$ cat config.mk
export PLATFORM = sky130hd
export DESIGN_NAME = ram_cmd_arbiter_flat
export DESIGN_NICKNAME = d
export VERILOG_FILES = /design/src/rtl/ram_cmd_arbiter_if.sv /design/src/rtl/ram_cmd_arbiter.sv /design/src/flat_wrapper.sv
export SDC_FILE = /design/constraint.sdc
export NUM_CORES = 1
export LEC_CHECK = 0
export CORE_ASPECT_RATIO = 1.4
export CORE_MARGIN = 2
export CORE_UTILIZATION = 60
export DETAILED_ROUTE_END_ITERATION = 7
export DONT_BUFFER_PORTS = 1
export PLACE_DENSITY = 0.84
export SLEW_MARGIN = 20
export SYNTH_ARGS = -nofsm -noshare
export SYNTH_HDL_FRONTEND = slang
export SYNTH_SLANG_ARGS = --single-unit
$ cat constraint.sdc
create_clock -name clk -period 2.69 [get_ports clk]
set_input_delay 0 -clock clk [delete_from_list [all_inputs] [get_ports clk]]
set_output_delay 0 -clock clk [all_outputs]
set_load 0.005 [all_outputs]
$ cat src/rtl/ram_cmd_arbiter_if.sv
// Requester, RAM command and lock-status bundle for ram_cmd_arbiter.
// The slave modport is the arbiter's view of the bus.
interface ram_cmd_arbiter_if #(
   parameter int ADDR_SIZE = 8
);
   logic                 req_valid_0;
   logic                 req_valid_1;
   logic [ADDR_SIZE+1:0] req_din_0;
   logic [ADDR_SIZE+1:0] req_din_1;
   logic                 req_ready_0;
   logic                 req_ready_1;
   logic                 rsp_valid_0;
   logic                 rsp_valid_1;
   logic [ADDR_SIZE-1:0] rsp_data;
   logic                 ram_rx_valid;
   logic [ADDR_SIZE+1:0] ram_din;
   logic                 ram_tx_valid;
   logic [ADDR_SIZE-1:0] ram_dout;
   logic                 locked;
   logic                 lock_owner;
   logic                 lock_timeout;

   modport master (
      output req_valid_0,
      output req_valid_1,
      output req_din_0,
      output req_din_1,
      output ram_tx_valid,
      output ram_dout,
      input  req_ready_0,
      input  req_ready_1,
      input  rsp_valid_0,
      input  rsp_valid_1,
      input  rsp_data,
      input  ram_rx_valid,
      input  ram_din,
      input  locked,
      input  lock_owner,
      input  lock_timeout
   );

   modport slave (
      input  req_valid_0,
      input  req_valid_1,
      input  req_din_0,
      input  req_din_1,
      input  ram_tx_valid,
      input  ram_dout,
      output req_ready_0,
      output req_ready_1,
      output rsp_valid_0,
      output rsp_valid_1,
      output rsp_data,
      output ram_rx_valid,
      output ram_din,
      output locked,
      output lock_owner,
      output lock_timeout
   );
endinterface

$ cat src/rtl/ram_cmd_arbiter.sv
// Two-requester arbiter for a single-port RAM command port with
// address-to-data locking, read-response routing and lock timeout.
module ram_cmd_arbiter #(
   parameter int ADDR_SIZE = 8,
   parameter int TIMEOUT   = 15
) (
   input logic              clk,
   input logic              rst_n,
   ram_cmd_arbiter_if.slave bus
);
   localparam int        W   = ADDR_SIZE + 2;
   localparam logic [7:0] TMO = 8'(TIMEOUT);

   typedef enum logic [1:0] {
      IDLE,
      LOCKED,
      RD_WAIT
   } state_t;

   state_t               r_state;
   state_t               w_state_nxt;
   logic                 r_ptr;
   logic                 w_ptr_nxt;
   logic                 r_owner;
   logic                 w_owner_nxt;
   logic [7:0]           r_cnt;
   logic [7:0]           w_cnt_nxt;
   logic [7:0]           w_cnt_inc;
   logic                 r_ram_rx_valid;
   logic [W-1:0]         r_ram_din;
   logic                 r_rsp_valid_0;
   logic                 r_rsp_valid_1;
   logic [ADDR_SIZE-1:0] r_rsp_data;
   logic                 r_lock_timeout;

   logic                 w_rdy_0;
   logic                 w_rdy_1;
   logic                 w_gnt_0;
   logic                 w_gnt_1;
   logic                 w_acc_0;
   logic                 w_acc_1;
   logic                 w_acc;
   logic                 w_src;
   logic [W-1:0]         w_word;
   logic [1:0]           w_cmd;
   logic                 w_tmo;
   logic                 w_capture;

   always_comb begin
      w_rdy_0 = 1'b0;
      w_rdy_1 = 1'b0;
      unique case (r_state)
         IDLE: begin
            w_rdy_0 = !bus.req_valid_1 || !r_ptr;
            w_rdy_1 = !bus.req_valid_0 || r_ptr;
         end
         LOCKED: begin
            w_rdy_0 = !r_owner;
            w_rdy_1 = r_owner;
         end
         default: begin
            w_rdy_0 = 1'b0;
            w_rdy_1 = 1'b0;
         end
      endcase
   end

   // Ready is forced low while reset is asserted.
   assign w_gnt_0 = rst_n & w_rdy_0;
   assign w_gnt_1 = rst_n & w_rdy_1;
   assign w_acc_0 = bus.req_valid_0 & w_gnt_0;
   assign w_acc_1 = bus.req_valid_1 & w_gnt_1;
   assign w_acc   = w_acc_0 | w_acc_1;
   assign w_src   = w_acc_1;
   assign w_word  = w_acc_1 ? bus.req_din_1 : bus.req_din_0;
   assign w_cmd   = w_word[W-1:W-2];
   assign w_cnt_inc = r_cnt + 8'd1;

   always_comb begin
      w_state_nxt = r_state;
      w_ptr_nxt   = r_ptr;
      w_owner_nxt = r_owner;
      w_cnt_nxt   = r_cnt;
      w_tmo       = 1'b0;
      w_capture   = 1'b0;
      unique case (r_state)
         IDLE: begin
            if (w_acc) begin
               w_owner_nxt = w_src;
               w_cnt_nxt   = 8'd0;
               unique case (w_cmd)
                  2'b01:   w_ptr_nxt   = ~w_src;
                  2'b11:   w_state_nxt = RD_WAIT;
                  default: w_state_nxt = LOCKED;
               endcase
            end
         end
         LOCKED: begin
            if (w_acc) begin
               w_cnt_nxt = 8'd0;
               unique case (w_cmd)
                  2'b01: begin
                     w_state_nxt = IDLE;
                     w_ptr_nxt   = ~r_owner;
                  end
                  2'b11:   w_state_nxt = RD_WAIT;
                  default: w_state_nxt = LOCKED;
               endcase
            end else if (w_cnt_inc == TMO) begin
               w_state_nxt = IDLE;
               w_ptr_nxt   = ~r_owner;
               w_cnt_nxt   = 8'd0;
               w_tmo       = 1'b1;
            end else begin
               w_cnt_nxt = w_cnt_inc;
            end
         end
         RD_WAIT: begin
            // While the read strobe is still out, tx_valid is stale.
            if (!r_ram_rx_valid && bus.ram_tx_valid) begin
               w_capture   = 1'b1;
               w_state_nxt = IDLE;
               w_ptr_nxt   = ~r_owner;
            end
         end
         default: w_state_nxt = IDLE;
      endcase
   end

   always_ff @(posedge clk or negedge rst_n) begin
      if (!rst_n) begin
         r_state        <= IDLE;
         r_ptr          <= 1'b0;
         r_owner        <= 1'b0;
         r_cnt          <= 8'd0;
         r_ram_rx_valid <= 1'b0;
         r_ram_din      <= '0;
         r_rsp_valid_0  <= 1'b0;
         r_rsp_valid_1  <= 1'b0;
         r_rsp_data     <= '0;
         r_lock_timeout <= 1'b0;
      end else begin
         r_state        <= w_state_nxt;
         r_ptr          <= w_ptr_nxt;
         r_owner        <= w_owner_nxt;
         r_cnt          <= w_cnt_nxt;
         r_ram_rx_valid <= w_acc;
         if (w_acc)
            r_ram_din <= w_word;
         r_rsp_valid_0  <= w_capture & ~r_owner;
         r_rsp_valid_1  <= w_capture & r_owner;
         if (w_capture)
            r_rsp_data <= bus.ram_dout;
         r_lock_timeout <= w_tmo;
      end
   end

   assign bus.req_ready_0  = w_gnt_0;
   assign bus.req_ready_1  = w_gnt_1;
   assign bus.ram_rx_valid = r_ram_rx_valid;
   assign bus.ram_din      = r_ram_din;
   assign bus.rsp_valid_0  = r_rsp_valid_0;
   assign bus.rsp_valid_1  = r_rsp_valid_1;
   assign bus.rsp_data     = r_rsp_data;
   assign bus.locked       = (r_state != IDLE);
   assign bus.lock_owner   = r_owner;
   assign bus.lock_timeout = r_lock_timeout;
endmodule
$ cat src/flat_wrapper.sv
// flat-port wrapper written by rule: the top's interface ports become plain ports
module ram_cmd_arbiter_flat 
#(
   parameter int ADDR_SIZE = 8,
   parameter int TIMEOUT   = 15
)
  (clk, rst_n, bus_req_valid_0, bus_req_valid_1, bus_req_din_0, bus_req_din_1, bus_ram_tx_valid, bus_ram_dout, bus_req_ready_0, bus_req_ready_1, bus_rsp_valid_0, bus_rsp_valid_1, bus_rsp_data, bus_ram_rx_valid, bus_ram_din, bus_locked, bus_lock_owner, bus_lock_timeout);
  ram_cmd_arbiter_if #(.ADDR_SIZE(ADDR_SIZE)) bus_i ();
  input logic clk;
  input logic rst_n;
  input wire logic [$bits(bus_i.req_valid_0)-1:0] bus_req_valid_0;
  input wire logic [$bits(bus_i.req_valid_1)-1:0] bus_req_valid_1;
  input wire logic [$bits(bus_i.req_din_0)-1:0] bus_req_din_0;
  input wire logic [$bits(bus_i.req_din_1)-1:0] bus_req_din_1;
  input wire logic [$bits(bus_i.ram_tx_valid)-1:0] bus_ram_tx_valid;
  input wire logic [$bits(bus_i.ram_dout)-1:0] bus_ram_dout;
  output wire logic [$bits(bus_i.req_ready_0)-1:0] bus_req_ready_0;
  output wire logic [$bits(bus_i.req_ready_1)-1:0] bus_req_ready_1;
  output wire logic [$bits(bus_i.rsp_valid_0)-1:0] bus_rsp_valid_0;
  output wire logic [$bits(bus_i.rsp_valid_1)-1:0] bus_rsp_valid_1;
  output wire logic [$bits(bus_i.rsp_data)-1:0] bus_rsp_data;
  output wire logic [$bits(bus_i.ram_rx_valid)-1:0] bus_ram_rx_valid;
  output wire logic [$bits(bus_i.ram_din)-1:0] bus_ram_din;
  output wire logic [$bits(bus_i.locked)-1:0] bus_locked;
  output wire logic [$bits(bus_i.lock_owner)-1:0] bus_lock_owner;
  output wire logic [$bits(bus_i.lock_timeout)-1:0] bus_lock_timeout;
  assign bus_i.req_valid_0 = bus_req_valid_0;
  assign bus_i.req_valid_1 = bus_req_valid_1;
  assign bus_i.req_din_0 = bus_req_din_0;
  assign bus_i.req_din_1 = bus_req_din_1;
  assign bus_i.ram_tx_valid = bus_ram_tx_valid;
  assign bus_i.ram_dout = bus_ram_dout;
  assign bus_req_ready_0 = bus_i.req_ready_0;
  assign bus_req_ready_1 = bus_i.req_ready_1;
  assign bus_rsp_valid_0 = bus_i.rsp_valid_0;
  assign bus_rsp_valid_1 = bus_i.rsp_valid_1;
  assign bus_rsp_data = bus_i.rsp_data;
  assign bus_ram_rx_valid = bus_i.ram_rx_valid;
  assign bus_ram_din = bus_i.ram_din;
  assign bus_locked = bus_i.locked;
  assign bus_lock_owner = bus_i.lock_owner;
  assign bus_lock_timeout = bus_i.lock_timeout;
  ram_cmd_arbiter #(.ADDR_SIZE(ADDR_SIZE), .TIMEOUT(TIMEOUT)) u_core (.clk(clk), .rst_n(rst_n), .bus(bus_i));
endmodule
======== After elaboration in Yosys (flattened, before gate mapping) ========
Cells that the tools add are included.
word-level totals
  word-level logic and storage cells ...... 73
  input bits .............................. 33
  bits in registers ....................... 34
  output and inout bits ................... 26
cells by class
  add/subtract/negate cells ............... 1
  equality and inequality tests ........... 11
  bitwise gates (word level) .............. 9
  multiplexer cells ....................... 26
  reductions and logical operators ........ 16
operator list
  cell                                                    count
  two-way mux 8 bit                                       3
  one-hot mux 8 bit (2 select lines)                      1
  two-way mux 1 bit                                       11
  two-way mux 10 bit                                      1
  adder 8 x 1 -> 8 bit (second input constant)            1
  equality test 8 x 4 -> 1 bit (second input constant)    1
  two-way mux 2 bit                                       4
  one-hot mux 2 bit (2 select lines)                      2
  AND 1 bit                                               6
  inequality test 2 x 1 -> 1 bit (second input constant)  3
  one-hot mux 2 bit (3 select lines)                      1
  AND reduction 6 bit                                     1
  logical NOT 1 bit                                       5
  equality test 2 x 1 -> 1 bit (second input constant)    2
  equality test 2 bit (second input constant)             2
  one-hot mux 1 bit (2 select lines)                      2
  AND reduction 2 bit                                     2
  AND reduction 4 bit                                     1
  nonzero test 2 bit                                      2
  inequality test 3 x 1 -> 1 bit (second input constant)  1
  inequality test 3 bit (second input constant)           1
  one-hot mux 1 bit (3 select lines)                      1
  nonzero test 3 bit                                      1
  logical NOT 2 bit                                       1
  5 further kinds                                         7

======== Logic depth before layout (Yosys ltp) ========
Gate-level depths: netlist of run 1.
  depth after elaboration ................. 10
  gate-level depth with buffers ........... 11
  gate-level depth less buffers ........... 10

======== Least setup slack after synthesis of run 1 ========
OpenSTA, ideal clock, no wires.
  path kind ............................... register -> register
  from .................................... register u_core.r_state[0]
  to ...................................... register u_core.r_ptr
  setup time .............................. 0.128 ns
  required time ........................... 2.562 ns
  setup slack ............................. 0.344 ns
  buffers on the path ..................... 0
  period minus slack after synthesis ...... 2.346 ns
  data arrival time ....................... 2.219 ns
  cell stages (with the launch flop) ...... 8
  cell sequence ........................... dfrtp_1 -> inv_1 -> ha_1 -> a21oi_2 -> nor3b_4 -> mux2_2 -> a2111oi_4 -> mux2_1
between the ends
  longest elaborated chain between the ends .. 8
  elaborated cells on any way between the ends .. 24
  those cells by class .................... eq/ne (8); mux (7); bitwise (6); reduce/logical (3)
ends and longest elaborated chain
  what                                                                                               RTL line                                       text
  start: declaration                                                                                 ram_cmd_arbiter.sv:20                          state_t r_state;
  start signal: assignment                                                                           ram_cmd_arbiter.sv:143                         r_state <= w_state_nxt;
  equality test 2 x 1 -> 1 bit / logical NOT 2 bit (equally long branches)                           ram_cmd_arbiter.sv:52, ram_cmd_arbiter.sv:86
  one-hot mux 1 bit (2 select lines)                                                                 ram_cmd_arbiter.sv:52                          unique case (r_state)
  AND 1 bit                                                                                          ram_cmd_arbiter.sv:70                          assign w_gnt_1 = rst_n & w_rdy_1;
  AND 1 bit                                                                                          ram_cmd_arbiter.sv:72                          assign w_acc_1 = bus.req_valid_1 & w_gnt_1;
  two-way mux 10 bit / inverter 1 bit (equally long branches)                                        ram_cmd_arbiter.sv:75, ram_cmd_arbiter.sv:92
  equality test 2 x 1 -> 1 bit / two-way mux 1 bit (equally long branches)                           ram_cmd_arbiter.sv:91, ram_cmd_arbiter.sv:101
  inequality test 3 bit (no source line) (tied with other cells)                                     --
  AND reduction 6 bit (no source line) / one-hot mux 1 bit (3 select lines) (equally long branches)  --
  end signal: assignment                                                                             ram_cmd_arbiter.sv:144                         r_ptr <= w_ptr_nxt;
  end: declaration                                                                                   ram_cmd_arbiter.sv:22                          logic r_ptr;
Parallel ways exist; a longest one is shown, timed or not. The select of a mux whose other input is x is not followed.
A chain may end at the register's enable or synchronous reset.

======== Worst setup path after layout of run 1 ========
  from .................................... register u_core.r_state[1]
  to ...................................... register u_core.r_ptr
The elaborated chain is that of the path after synthesis.

==> results of run 1 <==
-- flip-flops by register name, indices dropped and copies added, names as in the netlist --
signal / flops
u_core.bus.ram_din: 10
u_core.bus.rsp_valid_1: 1
u_core.r_state: 2
u_core.bus.lock_timeout: 1
u_core.bus.rsp_data: 8
u_core.r_cnt: 8
u_core.r_ptr: 1
u_core.bus.ram_rx_valid: 1
u_core.bus.rsp_valid_0: 1
u_core.bus.lock_owner: 1
-- layout by cell type (no fill, tap or decap), types with 6 or more instances in the layout --
master | netlist | final
sky130_fd_sc_hd__a21oi_1 | 14 | 14
sky130_fd_sc_hd__buf_4 | 1 | 7
sky130_fd_sc_hd__dfrtp_1 | 34 | 32
sky130_fd_sc_hd__dlygate4sd3_1 | 0 | 30
sky130_fd_sc_hd__inv_1 | 10 | 10
sky130_fd_sc_hd__mux2_2 | 11 | 11
sky130_fd_sc_hd__mux2i_1 | 14 | 13
sky130_fd_sc_hd__nand2_1 | 14 | 14
sky130_fd_sc_hd__nand3_1 | 6 | 6
sky130_fd_sc_hd__nor2_1 | 22 | 22
sky130_fd_sc_hd__o21ai_0 | 12 | 12
-- area by class of cell --
class,count,area [sq um]
clock inverter,3,68.8
clock buffer,5,68.8
inverter,11,43.8
tap,39,48.8
sequential,34,853
fill,159,607
multi-input combinational,143,1040
timing repair buffer,39,388
-- metrics by stage --
stage	hold slack, ps	setup WS (ps)	utilization [%]	setup TNS [ps]
finish	155	-1.82	80.6	-1.82
global route	144	-32.1	80.6	-41.2
CTS	150	116	78.6	0
detailed placement	-295	223	63.9	0
global placement	-295	321	63.9	0
floorplan	-296	344	-	0
-- report_power, final --
group / leakage, uW / switching, uW / internal, uW
Sequential: 0.000410 / 282 / 741
Clock: 0.0000683 / 213 / 372
Combinational: 0.000552 / 875 / 604
Total: 0.00103 / 1370 / 1720
-- critical path: stages, from the launching register on --
cell                        delay (ps)
sky130_fd_sc_hd__dfrtp_1           420
sky130_fd_sc_hd__inv_1             150
sky130_fd_sc_hd__ha_1              240
sky130_fd_sc_hd__nor2b_1           220
sky130_fd_sc_hd__o21ai_0           140
sky130_fd_sc_hd__nand2_1           170
sky130_fd_sc_hd__nand2b_2          140
sky130_fd_sc_hd__inv_4             140
sky130_fd_sc_hd__a311oi_4           40
sky130_fd_sc_hd__buf_4             180
sky130_fd_sc_hd__a2111oi_4         370
sky130_fd_sc_hd__mux2_1            350
-- logic make-up after synthesis --
logic type	share of synthesized area [%]
simple gates	15.4
compound gates	17.2
flops	43.0
mux	13.9
buf+inv	4.68
fa+ha+maj	4.43
xor+xnor	1.33
-- timing repair --
action / in CTS / in global routing
resized for setup: 0 / 9
buffers inserted: 0 / 5
endpoints found under the hold margin: 53 / 0
hold buffers: 31 / 0
setup endpoints to repair: 0 / 7
-- final timing paths --
check | start | end | slack [ps]
min in group asynchronous | rst_n | u_core.bus.ram_din[9] | 170
min | bus_req_din_1[8] | u_core.r_state[0] | 160
min reg2reg | u_core.bus.rsp_data[3] | u_core.bus.rsp_data[3] | 550
max reg2reg | u_core.r_state[1] | u_core.r_ptr | -2
max | u_core.r_state[1] | u_core.r_ptr | -2
max in group asynchronous | rst_n | u_core.r_cnt[0] | 2330
-- per-layer routing --
layer  vias up  track usage (%)  wire length [um]
met5         -                0                 0
met4         0             17.9               451
met3        59             12.8               699
met2       188             60.1              3400
met1       894             38.8              2120
li1        773                -                 -
==> implementation parameters, run 1 <==
Parameter                              Value

Detailed routing
  Final antenna-violating net count ... 0
  Detailed-routing iteration count for the pre-antenna-repair pass ... 5
  Number of design-rule violations left by the first detailed-router iteration ... 224
  Routed length per placed instance ... roughly 24 um
  Total length of routed wires ... about 6700 um
  Average via count per standard cell ... ~7
  Count of unresolved DRC violations after routing ... 0
  Number of vias in the routed layout ... around 1900

STA
  Rel. slew slack ... between 50% and 60%
  Final count of pins violating max slew ... 0
  Slew of the pin with the lowest slew margin ... about 640 ps
  Minimum clock period after layout ... 2690 ps
  Final number of hold-violating endpoints ... 0
  Setup violation total in the final timing report ... 1
  Clk_skew ... ~7.9 ps
  Final WS setup ... -1.82 ps
  Highest clock frequency the design can meet ... between 300 and 400 MHz
  Final critical-path share of the clock period ... 100%

Synthesis
  Cells after Synth ... a little under 200
  Average cell area after synthesis ... roughly 10 sq um
  FF+latch count, synth ... 34
  Part of the Yosys area used for sequential elements ... 43.0%
  Top post-synthesis cells by count ... sky130_fd_sc_hd__dfrtp_1 (34), sky130_fd_sc_hd__nor2_1 (22), sky130_fd_sc_hd__a21oi_1 (14), sky130_fd_sc_hd__mux2i_1 (14), sky130_fd_sc_hd__nand2_1 (14)
  Async S/R FF share, synth ... between 90% and 100%
  Netlist area before placement ... roughly 2000 sq um
  Distinct cell type count after synthesis ... 41
  Cell with the most instances after synthesis ... sky130_fd_sc_hd__dfrtp_1
  Warnings from Yosys ... 0
  Top cell type's share of synthesized area ... 43.0%
  Top cells by area, synth ... sky130_fd_sc_hd__dfrtp_1 (43%), sky130_fd_sc_hd__mux2i_1 (7.1%), sky130_fd_sc_hd__mux2_2 (6.3%)
  Top cell type by total area after synthesis ... sky130_fd_sc_hd__dfrtp_1
  Most used flip-flop cell after synthesis ... sky130_fd_sc_hd__dfrtp_1
  Number of nets produced by synthesis ... 238
  Number of synthesized flops with an enable pin ... 0

Placed design
  Cells after DPL ... between 200 and 250
  IO buf count ... 0
  Hpwl dp ... about 3200 um
  Post-DP Area ... around 2000 sq um
  Routability Congestion ... 0.877

Worst setup path
  Startpoint Class ... register
  Critical path start-end classification ... reg -> reg
  Number of cells on the worst reg-to-reg path ... 11
  Max FO, Critical Path ... 7
  Worst Path Arrival ... 2870 ps
  Worst endpoint required time ... about 2900 ps
  Type of element capturing the critical path ... register

Power
  Leakage dissipation ... 0.00103 uW
  Worst voltage drop across the vdd grid ... 0.00104 V
  Final total power ... around 3100 uW
  Power density over the cells ... between 1000 and 1500 nW/um^2

CTS
  CTS tree ... yes
  Clock latency reported for the late side of the worst-skew pair ... roughly 300 ps
  Deepest level of the CTS H-tree ... 2
  Clock tree buffer depth ... 2
  Total clock buffers created by CTS ... 5
  Clk root buf ... sky130_fd_sc_hd__clkbuf_8
  CTS clock-pin slew for the worst setup and hold paths ... approximately 70 ps
  TritonCTS sink count ... 34

Floorplan
  # IOs ... 59
  Number of placement rows ... 24
  Die H ... ~70 um
  Starting density of the core ... between 60% and 70%
  Core box area ... roughly 3100 sq um
  Die extent in x ... between 50 and 60 um
  Die ar. ... approximately 3800 sq um

Final layout
  Count of nets after finishing ... between 200 and 300
  Diode insertion count for antenna repair ... 0
  Area overhead of the layout relative to synthesis ... 27.3%
  Share of cells above drive strength 1 ... a little under a fifth
  Number of non-filler instances in the completed layout ... between 200 and 300
  Final instance area ... about 2500 sq um

Global routing
  First-pass GRT wire length ... approximately 9600 um
  Antenna violations before repair ... 0
  Congestion Overflow GR ... 0
  Total routing resource utilization after global routing ... about 36%
  Pin count of the biggest net entering global routing ... 35
  Vias in the first global route ... ~1900

Min path
  Worst hold path cell count ... 3
  Classification of the worst-slack hold path ... in -> reg

Run status
  Failing checks ... negative setup slack
  Run status ... complete, but fails checks

Run
  Number of maximum-capacitance violations ... 0
(Power assumes the default switching activity.)
==> inputs of run 2 (changes only) <==
Settings changed: CORE_MARGIN 2 to default.
==> run 2 against run 1 <==
Against the previous run:
- register-to-register slack gained 99 ps
- setup slack better by 99 ps
- clock-buffer cell count rose by 1
- utilization shrank 3.8 points
- global-route usage grew 1.3 points
- total power decreased by 10%
- the flow now finishes without violations
- clock skew rose by 2.6 ps
- first-iteration DRC count fell by 48%
- non-clock buffer count is 7 lower
- critical path depth is 4 lower
==> implementation parameters, run 2 (synthesis results as in run 1) <==
Parameter                              Value

Run status
  Run status ... complete, no violations (was complete, but fails checks)

Detailed routing
  Average via count per standard cell ... 6.76 (was 6.99)
  Routed length per placed instance ... 22.3 um (was 24.3 um)
  Count of unresolved DRC violations after routing ... 0 (unchanged)
  Final antenna-violating net count ... 0 (unchanged)
  Total length of routed wires ... 5950 um (was 6670 um)
  Number of vias in the routed layout ... 1806 (was 1914)
  Number of design-rule violations left by the first detailed-router iteration ... 117 (was 224)
  Detailed-routing iteration count for the pre-antenna-repair pass ... 5 (unchanged)

Power
  Switching share of power ... 46.3% (was 44.4%)
  Worst voltage drop across the vdd grid ... 0.000979 V (was 0.00104 V)
  Power density over the cells ... 1160 nW/um^2 (was 1230 nW/um^2)
  Net load switching power ... 1290 uW (was 1370 uW)
  Combinational power share ... 49.1% (was 47.9%)
  Part of the total power dissipated in sequential elements ... 35.9% (was 33.1%)
  P_int ... 1490 uW (was 1720 uW)
  Leakage dissipation ... 0.000976 uW (was 0.00103 uW)
  Fraction of power consumed by the clock network ... 15.0% (was 18.9%)

Global routing
  Total routing resource utilization after global routing ... 37.1% (was 35.7%)
  First-pass GRT wire length ... 9410 um (was 9640 um)
  Antenna violations before repair ... 0 (unchanged)
  Pin count of the biggest net entering global routing ... 35 (unchanged)
  Congestion Overflow GR ... 0 (unchanged)
  Vias in the first global route ... 1896 (was 1916)

Placed design
  Dpl ws ... 234 ps (was 223 ps)
  Routability Congestion ... 0.897 (was 0.877)
  IO buf count ... 0 (unchanged)
  Post-DP Area ... 2000 sq um (unchanged)
  Hpwl dp ... 3180 um (was 3150 um)

Worst setup path
  Max FO, Critical Path ... 8 (was 7)
  Startpoint Class ... register (unchanged)
  Worst endpoint required time ... 2860 ps (was 2870 ps)
  Worst reg2reg setup slack ... 100 ps (was -2 ps)
  Worst setup startpoint ... u_core.r_cnt[1] (was u_core.r_state[1])
  Worst reg2reg startpoint ... u_core.r_cnt[1] (was u_core.r_state[1])
  Critical path start-end classification ... reg -> reg (unchanged)
  Worst Path Arrival ... 2760 ps (was 2870 ps)
  Type of element capturing the critical path ... register (unchanged)

Final layout
  Area overhead of the layout relative to synthesis ... 21.3% (was 27.3%)
  Area taken by multi-input logic gates ... 1040 sq um (about the same)
  Most common cell after layout, fill and taps aside ... sky130_fd_sc_hd__dfrtp_1 (unchanged)
  Final instance area ... 2400 sq um (was 2520 sq um)
  Diode insertion count for antenna repair ... 0 (unchanged)
  Share of cells above drive strength 1 ... 14.5% (was 18.3%)
  Largest register FFs ... 10 (unchanged)
  Highest-count cells in the layout ignoring fill and taps ... sky130_fd_sc_hd__dfrtp_1 (34), sky130_fd_sc_hd__dlygate4sd3_1 (28), sky130_fd_sc_hd__nor2_1 (22) (was sky130_fd_sc_hd__dfrtp_1 (32), sky130_fd_sc_hd__dlygate4sd3_1 (30), sky130_fd_sc_hd__nor2_1 (22))
  Core occupancy in the finished layout ... 76.8% (was 80.6%)
  Count of nets after finishing ... 267 (was 274)
  Fillcell total ... 193 (was 159)
  Storage cell area ... 851 sq um (was 853 sq um)

STA
  Clk_skew ... 10.5 ps (was 7.91 ps)
  Final critical-path share of the clock period ... 96.4% (was 100%)
  Setup violation total in the final timing report ... 0 (was 1)
  Final WS setup ... 97.6 ps (was -1.82 ps)
  Post-Route Setup TNS ... 0 ps (was -1.82 ps)
  Worst hold slack after final layout ... 149 ps (was 155 ps)
  Minimum clock period after layout ... 2590 ps (was 2690 ps)
  Final number of hold-violating endpoints ... 0 (unchanged)
  Final count of pins violating max slew ... 0 (unchanged)
  RSZ-0062 raised after global routing ... no
  Highest clock frequency the design can meet ... 386 MHz (was 371 MHz)
  Slew of the pin with the lowest slew margin ... 534 ps (was 639 ps)
  Rel. slew slack ... 64.1% (was 57.1%)

CTS
  Clock tree buffer depth ... 2 (unchanged)
  Total clock buffers created by CTS ... 5 (unchanged)
  TritonCTS sink count ... 34 (unchanged)
  Deepest level of the CTS H-tree ... 2 (unchanged)
  Clk root buf ... sky130_fd_sc_hd__clkbuf_8 (unchanged)
  Buffer count from post-CTS setup fixing ... 0 (unchanged)
  CTS tree ... yes (unchanged)
  Clock latency reported for the late side of the worst-skew pair ... 300 ps (about the same)
  CTS clock-pin slew for the worst setup and hold paths ... 80 ps (was 70 ps)

Floorplan
  Number of placement rows ... 24 (unchanged)
  Die extent in x ... 50.5 um (was 52.5 um)
  Starting density of the core ... 63.3% (unchanged)
  Die H ... 69.9 um (was 71.9 um)
  # IOs ... 59 (unchanged)
  Core box area ... 3120 sq um (unchanged)
  Die ar. ... 3530 sq um (was 3780 sq um)

Min path
  Classification of the worst-slack hold path ... in -> async (was in -> reg)

Run
  Number of maximum-capacitance violations ... 0 (unchanged)
==> run 2: final timing paths <==
kind                                          end  cells past startpoint
setup / recovery                     u_core.r_ptr                      7
hold / removal                    u_core.r_cnt[4]                      2
setup reg to reg                     u_core.r_ptr                      7
hold reg to reg            u_core.bus.rsp_data[0]                      1
max in group asynchronous  u_core.bus.rsp_data[2]                      2
min in group clk            u_core.bus.ram_din[8]                      2
==> run 2: final cells by class <==
cell class / instances / area share [%]
clock inverter: 2 / 0.522
timing repair buffer: 32 / 13.6
tap: 39 / 2.03
sequential: 34 / 35.5
inverter: 11 / 1.72
clock buffer: 6 / 3.44
multi-input combinational: 143 / 43.2
==> run 2: timing repair <==
action	in CTS	in global routing
endpoints found under the setup margin	0	2
hold endpoints to repair	52	0
resized for setup	0	2
hold buffers	29	0
==> run 2: stage by stage <==
step,total power [uW],instances
after floorplan,1910,198
final,2780,267
after global placement,2080,230
after global routing,2900,267
after detailed placement,2150,230
after CTS,2640,267
==> run 2: power by group through the flow <==
| stage | registers (uW) | clock network [uW] | logic [uW] |
|---|---|---|---|
| after global placement | 975 | 0 | 1110 |
| after global routing | 1020 | 430 | 1450 |
| after CTS | 978 | 406 | 1250 |
| after floorplan | 895 | 0 | 1020 |
| after detailed placement | 986 | 0 | 1170 |
| final | 997 | 417 | 1360 |
==> run 2: metal layers <==
metal / GRT usage [%] / share of wire (%) / vias up / wire [um]
li1: - / - / 762 / -
met4: 23.8 / 5.1 / 0 / 302
met1: 40.6 / 32 / 851 / 1900
met2: 62.1 / 54 / 158 / 3180
met5: 0 / 0 / - / 0
met3: 9.15 / 9.4 / 35 / 559
==> run 2: critical path: stages, from the launching register on <==
cell and delay [ps]:
sky130_fd_sc_hd__dfrtp_1 480, sky130_fd_sc_hd__ha_2 290, sky130_fd_sc_hd__nand3_1 160, sky130_fd_sc_hd__xnor2_1 200, sky130_fd_sc_hd__nor4_4 350, sky130_fd_sc_hd__a311oi_4 220
sky130_fd_sc_hd__a2111oi_4 380, sky130_fd_sc_hd__mux2_1 380
